File: src/rtl/keypad_entry_ctrl_pkg.sv
// Shared key codes, FSM encoding and accumulator opcodes for the keypad entry controller.
package keypad_entry_ctrl_pkg;

   localparam logic [3:0] KEY_STAR = 4'd10;
   localparam logic [3:0] KEY_HASH = 4'd11;
   localparam logic [3:0] KEY_IDLE = 4'd13;

   typedef enum logic [1:0] {IDLE, APPLY, RELEASE, HOLD} state_e;

   typedef enum logic [1:0] {ACC_NOP, ACC_DIGIT, ACC_CLEAR} acc_op_e;

   // Codes 0-11 are real keys; anything else reads as idle.
   function automatic logic is_key(input logic [3:0] code);
      return code <= KEY_HASH;
   endfunction

endpackage

File: src/rtl/keypad_entry_ctrl_entry_accum.sv
// Entry accumulator: binary value, BCD display digits and digit count.
module entry_accum
   import keypad_entry_ctrl_pkg::*;
#(
   parameter int MAX_DIGITS = 6,
   parameter int VALUE_W    = 20,
   parameter int CNT_W      = 3
) (
   input  logic                      clock,
   input  logic                      reset_n,
   input  acc_op_e                   op_i,
   input  logic [3:0]                digit_i,
   output logic [VALUE_W-1:0]        value_o,
   output logic [4*MAX_DIGITS-1:0]   bcd_o,
   output logic [CNT_W-1:0]          count_o,
   output logic                      ovf_o
);

   localparam int BCD_W = 4*MAX_DIGITS;

   logic [VALUE_W-1:0] value_q, value_d;
   logic [BCD_W-1:0]   bcd_q, bcd_d;
   logic [CNT_W-1:0]   count_q, count_d;
   logic               full;

   assign full  = (count_q == CNT_W'(MAX_DIGITS));
   assign ovf_o = (op_i == ACC_DIGIT) && full;

   always_comb begin
      value_d = value_q;
      bcd_d   = bcd_q;
      count_d = count_q;
      case (op_i)
         ACC_DIGIT: if (!full) begin
            // x*10 = x*8 + x*2
            value_d = (value_q << 3) + (value_q << 1) + VALUE_W'(digit_i);
            bcd_d   = (bcd_q << 4) | BCD_W'(digit_i);
            count_d = count_q + CNT_W'(1);
         end
         ACC_CLEAR: begin
            value_d = '0;
            bcd_d   = '0;
            count_d = '0;
         end
         default: ;
      endcase
   end

   always_ff @(posedge clock or negedge reset_n) begin
      if (!reset_n) begin
         value_q <= '0;
         bcd_q   <= '0;
         count_q <= '0;
      end else begin
         value_q <= value_d;
         bcd_q   <= bcd_d;
         count_q <= count_d;
      end
   end

   assign value_o = value_q;
   assign bcd_o   = bcd_q;
   assign count_o = count_q;

endmodule

File: src/rtl/keypad_entry_ctrl.sv
// Keypad entry controller: press/release FSM around an entry accumulator with a valid/ready handoff.
module keypad_entry_ctrl
   import keypad_entry_ctrl_pkg::*;
#(
   parameter int MAX_DIGITS     = 6,
   parameter int VALUE_W        = 20,
   parameter int RELEASE_CYCLES = 4
) (
   input  logic                              clock,
   input  logic                              reset_n,
   input  logic [3:0]                        key_code,
   input  logic                              enable,
   input  logic                              entry_ready,
   output logic                              key_ack,
   output logic                              entry_valid,
   output logic [VALUE_W-1:0]                entry_value,
   output logic [4*MAX_DIGITS-1:0]           digits_bcd,
   output logic [$clog2(MAX_DIGITS+1)-1:0]   digit_count,
   output logic                              err
);

   localparam int CNT_W = $clog2(MAX_DIGITS+1);
   localparam int RC_W  = $clog2(RELEASE_CYCLES+1);

   state_e           state_q, state_d;
   logic [3:0]       key_q, key_d;
   logic [RC_W-1:0]  rel_cnt_q, rel_cnt_d;
   acc_op_e          op;
   logic             ovf;

   entry_accum #(
      .MAX_DIGITS (MAX_DIGITS),
      .VALUE_W    (VALUE_W),
      .CNT_W      (CNT_W)
   ) u_accum (
      .clock   (clock),
      .reset_n (reset_n),
      .op_i    (op),
      .digit_i (key_q),
      .value_o (entry_value),
      .bcd_o   (digits_bcd),
      .count_o (digit_count),
      .ovf_o   (ovf)
   );

   always_comb begin
      state_d     = state_q;
      key_d       = key_q;
      rel_cnt_d   = rel_cnt_q;
      op          = ACC_NOP;
      key_ack     = 1'b0;
      err         = 1'b0;
      entry_valid = 1'b0;
      case (state_q)
         IDLE, APPLY: begin
            if (!enable) begin
               op        = ACC_CLEAR;
               state_d   = RELEASE;
               rel_cnt_d = '0;
            end else if (state_q == IDLE) begin
               if (is_key(key_code)) begin
                  key_d   = key_code;
                  state_d = APPLY;
               end
            end else begin
               key_ack   = 1'b1;
               state_d   = RELEASE;
               rel_cnt_d = '0;
               if (key_q <= 4'd9) begin
                  op  = ACC_DIGIT;
                  err = ovf;
               end else if (key_q == KEY_STAR) begin
                  op = ACC_CLEAR;
               end else if (digit_count != '0) begin
                  state_d = HOLD;
               end else begin
                  err = 1'b1;
               end
            end
         end
         RELEASE: begin
            // Only an unbroken run of idle cycles counts as a release.
            if (!enable) begin
               op        = ACC_CLEAR;
               rel_cnt_d = '0;
            end else if (is_key(key_code)) begin
               rel_cnt_d = '0;
            end else if (rel_cnt_q == RC_W'(RELEASE_CYCLES-1)) begin
               rel_cnt_d = '0;
               state_d   = IDLE;
            end else begin
               rel_cnt_d = rel_cnt_q + RC_W'(1);
            end
         end
         HOLD: begin
            entry_valid = 1'b1;
            if (entry_ready) begin
               op        = ACC_CLEAR;
               state_d   = RELEASE;
               rel_cnt_d = '0;
            end
         end
         default: state_d = IDLE;
      endcase
   end

   always_ff @(posedge clock or negedge reset_n) begin
      if (!reset_n) begin
         state_q   <= IDLE;
         key_q     <= '0;
         rel_cnt_q <= '0;
      end else begin
         state_q   <= state_d;
         key_q     <= key_d;
         rel_cnt_q <= rel_cnt_d;
      end
   end

endmodule

File: config.mk
export PLATFORM = sky130hd
export DESIGN_NAME = keypad_entry_ctrl
export DESIGN_NICKNAME = d
export VERILOG_FILES = /design/src/rtl/keypad_entry_ctrl_pkg.sv /design/src/rtl/keypad_entry_ctrl_entry_accum.sv /design/src/rtl/keypad_entry_ctrl.sv
export SDC_FILE = /design/constraint.sdc
export NUM_CORES = 1
export LEC_CHECK = 0
export ABC_AREA = 1
export CORE_MARGIN = 2
export CORE_UTILIZATION = 30
export CTS_CLUSTER_DIAMETER = 120
export DETAILED_ROUTE_END_ITERATION = 12
export SETUP_SLACK_MARGIN = 0.3
export SYNTH_ARGS = -nofsm -noshare
export SYNTH_HDL_FRONTEND = slang
export SYNTH_HIERARCHICAL = 1
export SYNTH_SLANG_ARGS = --single-unit
File: constraint.sdc
create_clock -name clock -period 2.7 [get_ports clock]
set_input_delay 0.54 -clock clock [delete_from_list [all_inputs] [get_ports clock]]
set_output_delay 0.54 -clock clock [all_outputs]
set_load 0.005 [all_outputs]
==> key figures <==
Final layout
  • Layout area overhead: 29.1%
  • Fill count: ~1300
  • Utilization after layout: around 39%
  • Share of layout cells above drive strength 1: between 10 and 15%
  • Antenna diodes: 0
  • Nets: 590

Yosys
  • Xor and xnor area share after synthesis: 0.965%
  • Yosys reg bits: between 50 and 60
  • FFs w/ async S/R, synth: 100%
  • Post-synth EDFFs: 0
  • Sequential share of the synthesized area: a little under two fifths
  • Most common cell in the netlist: nand2_1
  • Post-Synth Adder-Cell Area: ~14%
  • Yosys cell types: 34
  • Gate Count Post-Synth: roughly 470
  • Post-synthesis compound-gate area fraction: about an eighth
  • Largest family of logic cells by synthesized area: simple AND/OR/NAND/NOR gates
  • Synth Area in Simple Gates: ~27%
  • Main synth FF type: dfrtp_1
  • Top cells by count, synth: 134 x nand2_1, 59 x inv_1, 55 x dfrtp_1
  • Syn_nets: just over 500
  • Post-Synthesis Cell Area: roughly 3600 um2
  • Synth warn: 6
  • Top area cells in the synthesized netlist: dfrtp_1 38%, nand2_1 14%, ha_1 13%
  • Area leader, netlist: dfrtp_1
  • Mux cell area share after synthesis: 0%
  • Synthesized area per cell: about 7.8 um2
  • Share of the synthesized area in the top cell type: a little under two fifths

Floorplanning
  • Std cell rows: 40
  • Top Ports: 58
  • DIE AREA: around 13000 um2
  • Die Ht: about 110 um
  • Core Region: 11900 um2
  • Die width: 114 um
  • Initial Utilization: 30.5%

Placement
  • IO buf count: 57
  • GP Congestion: around 0.86
  • Hpwl dp: 6720 um

STA
  • RSZ-0062 raised after global routing: yes
  • Fin. max-slew vios: 0
  • Final hold viol count: 0
  • Slew HR: between 50% and 60%
  • Skew final: approximately 0.012 ns
  • Post-layout min period: 2.32 ns
  • Fmax: about 0.43 GHz
  • Hold Slack: 0.270 ns
  • Worst Tran Pin Value: 0.684 ns
  • Final setup vio count: 0
  • Final period utilization: between 80% and 90%

Clocking
  • Num CTS Buffers: 5
  • Clock sink count: 55
  • Clk Latency, worst-skew pair: roughly 0.31 ns
  • Clk pin slew, worst setup/hold paths: around 0.08 ns
  • H-tree Lvls: 2
  • CTS max path bufs: 2
  • CTS tree: done
  • Clk root buf: clkbuf_16

Power
  • LEAKAGE: about 2.4 nW
  • Worst-case vdd ir drop: 0.000262 V
  • Design Power: around 2.1 mW
  • PwrDens: between 400 and 500 nW/um2

GRT
  • Largest net degree at the start of global routing: 30
  • Vias in the first global route: between 3000 and 4000
  • Global route overflow: 0
  • Busiest grt layer: met2
  • Met1 GRT Util: 19.1%
  • GRT Resource Usage Total: 14.7%
  • Initial antenna violation count: 0
  • Global-route wire length before repair: around 16000 um
  • Routing usage on met2: about a quarter
  • GR Util met3: about 3.9%

Routing
  • DR pass1 iterations: 4
  • Routed Antenna Nets: 0
  • Routed via count: approximately 3200
  • Wire per inst: approximately 13 um
  • First DRT Iteration DRCs: roughly 100
  • Drt drc: 0
  • Routed WL: between 8000 and 9000 um
  • Via density: 4.64

Critical path
  • Reg2reg setup slack: 0.47 ns
  • Slowest CP cell: clkdlybuf4s50_1
  • Most frequent CP cell: nor2_1
  • Endpoint class of the critical path: output pin
  • CP Cell Sequence: clkdlybuf4s50_1 -> nor2_2 -> nor3_1 -> inv_1 -> nand2_1 -> nor2_1 -> nand3_1 -> o21a_1 -> nor2_1 -> buf_2
  • Delay-heaviest family, CP: buffers and inverters
  • Critical Path Fanout Max: 2
  • Worst EP required: roughly 2.2 ns
  • Slowest stage delay, CP: 0.42 ns
  • CP Buf/Inv Count: 3
  • CP arrival: ~1.8 ns
  • Setup crit start kind: input pin
  • Crit Path Category: in -> out

Hold path
  • Hold Path Class: in -> async

Outcome
  • Status: complete, no violations

Run
  • Max-cap violations: 0
==> cell families after synthesis <==
family          after synthesis
xor+xnor                      4
fa+ha+maj                    39
buf+inv                      76
flops                        55
compound gates               71
simple gates                221
==> final timing paths <==
path,cells after the start,end,start
max in group asynchronous,2,u_accum/value_o[4]$_DFFE_PN0P_,reset_n
worst max register to register,13,u_accum/value_o[13]$_DFFE_PN0P_,u_accum/value_o[2]$_DFFE_PN0P_
worst min-delay path,1,rel_cnt_q[1]$_DFFE_PN0P_,reset_n
worst max-delay path,10,err,entry_ready
worst min register to register,2,u_accum/value_o[19]$_DFFE_PN0P_,u_accum/value_o[19]$_DFFE_PN0P_
min in group clock,2,u_accum/value_o[19]$_DFFE_PN0P_,u_accum/value_o[19]$_DFFE_PN0P_
==> metrics by stage <==
step	area, um2	cells	worst slack (ns)	setup TNS [ns]
2_1_floorplan	3630	466	0.504	0
3_3_place_gp	4450	675	-0.300	-0.300
3_5_place_dp	4450	675	-0.345	-0.345
4_1_cts	4640	687	0.311	0
5_1_grt	4680	691	0.259	0
6_report	4680	691	0.382	0
==> power breakdown <==
part	internal, mW	total, mW	leakage, nW	switching (mW)
Clock	0.360	0.705	0.0776	0.345
Combinational	0.209	0.502	1.54	0.293
Sequential	0.861	0.914	0.751	0.0526
==> placed cells by master, fill, tap and decap left out, types with 3 or more instances in the layout <==
cell type          n
nand2_1          131
a21oi_2            5
o21ai_1            4
inv_1             58
ha_1              37
o22ai_1           17
nand3_1           19
nand3b_1           6
nand2_2            9
a21oi_1           13
dfrtp_1           53
clkbuf_16          5
o21ai_0           23
nor2_2             6
buf_4             21
inv_2              8
nand3_2            3
clkdlybuf4s50_1   54
nor2_4             6
nor3_1             7
nor2_1            32
==> sequential cells by signal, summed over array words and instances (netlist names) <==
register and flops:
u_accum/bcd_o 23, u_accum/value_o 20, key_q 4, rel_cnt_q 3, u_accum/count_o 3, state_q 2
==> repair_timing <==
action,4_1_cts,5_1_grt
cloned,0,0
setup buffers,4,4
hold buffers,0,0
resized for setup,8,10
pin swaps,2,6
setup endpoints to repair,6,5
==> final cells by class <==
| class | instances | area, um2 | share of cell area, % |
|---|---|---|---|
| inverter | 67 | 251 | 5.37 |
| tap | 147 | 184 | 3.93 |
| multi-input combinational | 335 | 1980 | 42.2 |
| clock inverter | 3 | 33.8 | 0.721 |
| clock buffer | 5 | 125 | 2.67 |
| timing repair buffer | 79 | 733 | 15.7 |
| sequential | 55 | 1380 | 29.4 |
==> worst reg2reg max path, delay by kind of cell, from the launching register on <==
kind / cells / cell delay (ns)
simple gates: 8 / 0.59
buf+inv: 2 / 0.16
compound gates: 1 / 0.19
flops: 1 / 0.38
fa+ha+maj: 2 / 0.79
==> routing by layer <==
layer / part of all wire (%) / wire length (um)
met1: 47 / 4150
met2: 47 / 4160
met3: 5.3 / 469
met4: 0.86 / 76
met5: 0 / 0
Power figures use the tool's default switching activity.
==> RTL edit 1: new RTL, config.mk and constraints unchanged <==
Encoding of `state_e`: now Gray code (2 bits for 4 states).
--- a/src/rtl/keypad_entry_ctrl_pkg.sv
+++ b/src/rtl/keypad_entry_ctrl_pkg.sv
@@ -7,3 +7,3 @@
 
-   typedef enum logic [1:0] {IDLE, APPLY, RELEASE, HOLD} state_e;
+   typedef enum logic [1:0] {IDLE = 2'b00, APPLY = 2'b01, RELEASE = 2'b11, HOLD = 2'b10} state_e;
 
Behaviour: same outputs for any inputs over 10 cycles, from zero or initial values and one cycle with reset_n low; not proved beyond that.
==> RTL edit 1 against the original RTL <==
Largest cell class unchanged; synthesized area shrank 0.62%; cell area decreased by 1.2%; core utilization is 0.30 points lower; worst setup slack improved by 0.052 ns; first-iteration DRC count decreased by 8.7%; count of clock-buffer cells in the layout did not move; sequential share of layout area rose by 0.40 points; clock skew shrank 0.0037 ns; routed wire length shrank 1.5%; sequential cell count stayed put.
Power is not compared: it rests on default switching activity, and its combinational part moved more than twofold at a synthesized area within 25%.
==> RTL edit 1: results (changes against the original RTL) <==
Place
The detailed placer's ending HPWL came to 6.736 mm (+0.24%). The post-detailed-placement cell area was 4408 µm² (-0.84%). The pre-CTS worst setup slack is -0.1843 ns (+0.1605 ns).

Logic synthesis
Yosys attributes the largest share of cell area to sky130_fd_sc_hd__dfrtp_1 (38%), sky130_fd_sc_hd__nand2_1 (14%), sky130_fd_sc_hd__ha_1 (13%). The fraction of post-synthesis cell area in the top cell type by area is 0.3815 (+0.002367). Counting instances in the post-synthesis netlist gives the leading cell types as sky130_fd_sc_hd__nand2_1 (138), sky130_fd_sc_hd__inv_1 (58), sky130_fd_sc_hd__dfrtp_1 (55).

The net count after synthesis was 511 (-0.39%). The fraction of the yosys area taken by sequential cells is 0.3815 (+0.002367). The distinct cell type count of the synthesized netlist is 33 (-2.9%).

GRT
The number of global-route vias before repair came to 3,244 (-1.9%). The global-route wire length before repair is 15.35 mm (-1.5%). The overall track demand over capacity in global routing came to 0.1436 (-0.003039).

STA
The worst hold margin is 0.2570 ns (-0.01292 ns). The worst clock skew on the final layout is 0.008421 ns (-0.003734 ns). The highest clock rate is 441.2 MHz (+2.3%).

Drt
The routed length on met1 is 4.151 mm (about the same). The met2 wire length is 4.102 mm (-1.5%). The wire length on met3 is 453 µm (-3.4%). The iteration-0 DRC count of the detailed router came to 95 (-8.7%). The per-cell via count in the routed design is 4.628 (-0.16%).

Worst setup path
The beginning of the critical path is enable. The endpoint identified for the worst register-to-register timing path is u_accum/value_o[18]$_DFFE_PN0P_. The reg-to-reg setup timing slack is 0.44 ns (-0.03 ns). The maximum single-stage delay on the critical path is 0.49 ns (+0.07 ns). The largest fanout of any net on the critical path is 5 (+3).

The end point of the critical path is key_ack.

Outcome
The flow ran to the end, and the final reports show no timing, DRC or antenna violations.

Final layout
The final cell count without fillers is 685 (-0.87%).
==> RTL edit 1: metal layers <==
| metal | vias up | track usage |
|---|---|---|
| met4 | 0 | 0.01463 |
| met1 | 1471 | 0.1898 |
| met3 | 4 | 0.03560 |
| met2 | 51 | 0.2475 |
| li1 | 1644 | - |
| met5 | - | 0 |
==> RTL edit 1: repair_timing <==
item                                    CTS  global route
gates resized for setup                   9             6
endpoints found under the setup margin    6             7
pin swaps                                 0             2
setup buffers                             2             4
hold buffers                              0             0
==> RTL edit 1: worst reg2reg max path, stage by stage (launching register included) <==
cell and delay [ns]:
sky130_fd_sc_hd__dfrtp_1 0.35, sky130_fd_sc_hd__inv_1 0.08, sky130_fd_sc_hd__fa_1 0.53, sky130_fd_sc_hd__inv_1 0.07, sky130_fd_sc_hd__fa_2 0.38, sky130_fd_sc_hd__nand3_1 0.11, sky130_fd_sc_hd__nand2_2 0.09, sky130_fd_sc_hd__nand2_1 0.08
sky130_fd_sc_hd__nand2_1 0.12, sky130_fd_sc_hd__nand2_1 0.11, sky130_fd_sc_hd__nand3b_1 0.08, sky130_fd_sc_hd__nand3_1 0.10, sky130_fd_sc_hd__nand2_1 0.05
==> RTL edit 1: cell families after synthesis <==
group | count (synthesis) | share of synthesized area
xor gates and xnor gates | 4 | 0.009714
DFF | 55 | 0.3815
buffers and inverters | 73 | 0.08082
AOI/OAI and AO/OA | 68 | 0.1113
adders and majority gates | 39 | 0.1394
and+or+nand+nor | 225 | 0.2771
==> RTL edit 1: cell type report <==
class / count / area (µm²)
repair buffers: 75 / 708.2
clock buffers: 5 / 125.1
well taps: 147 / 183.9
multi-input cells: 336 / 1957
clock inverters: 3 / 33.78
fillers: 1226 / 7232
inverters: 64 / 240.2
flip-flops and latches: 55 / 1381
==> RTL edit 2: new RTL, same settings <==
Made on the original files. The parameter `RELEASE_CYCLES` goes from 4 to 8.
--- a/src/rtl/keypad_entry_ctrl.sv
+++ b/src/rtl/keypad_entry_ctrl.sv
@@ -6,3 +6,3 @@
    parameter int VALUE_W        = 20,
-   parameter int RELEASE_CYCLES = 4
+   parameter int RELEASE_CYCLES = 8
 ) (
Formal check against the unedited RTL: not equivalent (Yosys sat finds a counterexample within 10 cycles, from zero or initial values and one cycle with reset_n low).
==> RTL edit 2 against the original RTL <==
Cell area rose by 0.64%; first-iteration DRC count rose by 5.8%; worst setup slack improved by 0.049 ns; routed wire length rose by 2.5%; non-clock buffer count fell by 4; clock skew fell by 0.0077 ns; count of clock-buffer cells in the layout did not move; largest cell class unchanged; sequential cell count rose by 1; synthesized area rose by 2.0%.
Power is not compared: it rests on default switching activity, and its combinational part moved more than twofold at a synthesized area within 25%.
==> RTL edit 2: results (changes against the original RTL) <==
Logic synthesis
The distinct cell type count of the synthesized netlist is 35 (+2.9%). The synthesized area per cell is 7.861 µm² (+0.92%). Yosys attributes the largest share of cell area to sky130_fd_sc_hd__dfrtp_1 (38%), sky130_fd_sc_hd__nand2_1 (14%), sky130_fd_sc_hd__ha_1 (13%).

The adder-cell share of the synthesized area is 0.1359 (-0.002716). The net count after synthesis is 518 (+0.97%). The area fraction in compound gates after synthesis is 0.1136 (-0.004339). By count the netlist is led by sky130_fd_sc_hd__nand2_1 (138), sky130_fd_sc_hd__inv_1 (60), sky130_fd_sc_hd__dfrtp_1 (56). The fraction of the yosys area taken by sequential cells was 0.3785 (-0.0006733).

GRT
The overall track demand over capacity in global routing is 0.1449 (-0.001766). The global-route met2 utilization was 0.2451 (+0.0006536). The routing usage on met3 is 0.02741 (-0.01138). The maximum number of pins on one net before global-route repair is 33 (+10%). The number of global-route vias before repair is 3,281 (-0.82%).

Drt
The met2 wire length is 4.275 mm (+2.7%). The iteration-0 DRC count of the detailed router is 110 (+5.8%). The wire length on met3 is 324 µm (-31%). The per-cell via count in the routed design is 4.708 (+1.6%).

Final layout
The layout cell share with drive strength beyond 1 is 0.1360 (-0.007353).

Place
The instance count after placement with tap cells included is 677 (+0.30%). The detailed placer's ending HPWL is 6.895 mm (+2.6%). The post-detailed-placement cell area came to 4492 µm² (+1.0%). The weighted congestion reported at the end of routability-driven placement is 0.8460 (-1.4%).

STA
The worst hold margin was 0.2501 ns (-0.01981 ns). The worst clock skew on the final layout came to 0.004466 ns (-0.007689 ns).

Worst setup path
The arrival time at the worst endpoint came to 1.73 ns (-0.05 ns). The maximum single-stage delay on the critical path was 0.47 ns (+0.05 ns).

Outcome
The run finished with clean final reports.
-- RTL edit 2: changes by cell type in the layout (fill, tap and decap cells not counted), moves of 2 or more --
cell,delta
sky130_fd_sc_hd__nand4_1,+4
sky130_fd_sc_hd__buf_4,-4
sky130_fd_sc_hd__nor2_2,-3
sky130_fd_sc_hd__nor3_1,-3
sky130_fd_sc_hd__nor2_1,-2
sky130_fd_sc_hd__dfrtp_1,+3
sky130_fd_sc_hd__dfrtp_2,-2
sky130_fd_sc_hd__nand2_1,+3
-- RTL edit 2: what timing repair did --
item,CTS,global route
setup buffers,1,5
hold buffers,0,0
pin swaps,0,5
gates resized for setup,8,11
endpoints found under the setup margin,6,10
-- RTL edit 2: cells by family after synthesis --
family          count (synthesis)
simple gates                  223
xor+xnor                        5
fa+ha+maj                      39
flops                          56
buf+inv                        77
compound gates                 71
-- RTL edit 2: power by group --
| part | total [mW] | switching [mW] | internal, mW |
|---|---|---|---|
| sequential | 0.839 | 0.000729 | 0.839 |
| combinational | 0.0616 | 0.0406 | 0.0210 |
| clock | 0.710 | 0.351 | 0.359 |
| total | 1.61 | 0.392 | 1.22 |
-- RTL edit 2: cell type report --
type,count,area [µm²]
Timing Repair Buffer,75,706.9
Fill cell,1270,7297
Clock buffer,5,125.1
Sequential cell,56,1401
Multi-Input combinational cell,338,2017
Tap cell,147,183.9
Clock inverter,3,28.78
Inverter,67,251.5
-- RTL edit 2: path summary, 6_finish.rpt --
check,startpoint,end,cells after the start
worst max-delay path,entry_ready,err,11
worst min-delay path,reset_n,u_accum/value_o[13]$_DFFE_PN0P_,1
worst max register to register,key_q[3]$_DFFE_PN0P_,u_accum/value_o[13]$_DFFE_PN0P_,13
worst min register to register,u_accum/bcd_o[22]$_DFFE_PN0P_,u_accum/bcd_o[22]$_DFFE_PN0P_,2
max in group asynchronous,reset_n,u_accum/bcd_o[7]$_DFFE_PN0P_,2
min in group clock,u_accum/bcd_o[22]$_DFFE_PN0P_,u_accum/bcd_o[22]$_DFFE_PN0P_,2
-- RTL edit 2: metrics by stage --
| stage | power, mW | setup WS [ns] | util |
|---|---|---|---|
| 2_1_floorplan | 0.8763 | 0.5500 | - |
| 3_3_place_gp | 0.9166 | -0.1941 | 0.3740 |
| 3_5_place_dp | 0.9186 | -0.2146 | 0.3740 |
| 4_1_cts | 1.640 | 0.2586 | 0.3884 |
| 5_1_grt | 1.675 | 0.2691 | 0.3925 |
| 6_report | 1.611 | 0.4307 | 0.3925 |
-- RTL edit 2: critical path, delay by kind of cell --
family | cells | cell delay (ns)
compound gates | 4 | 0.32
buf+inv | 4 | 0.70
simple gates | 3 | 0.14
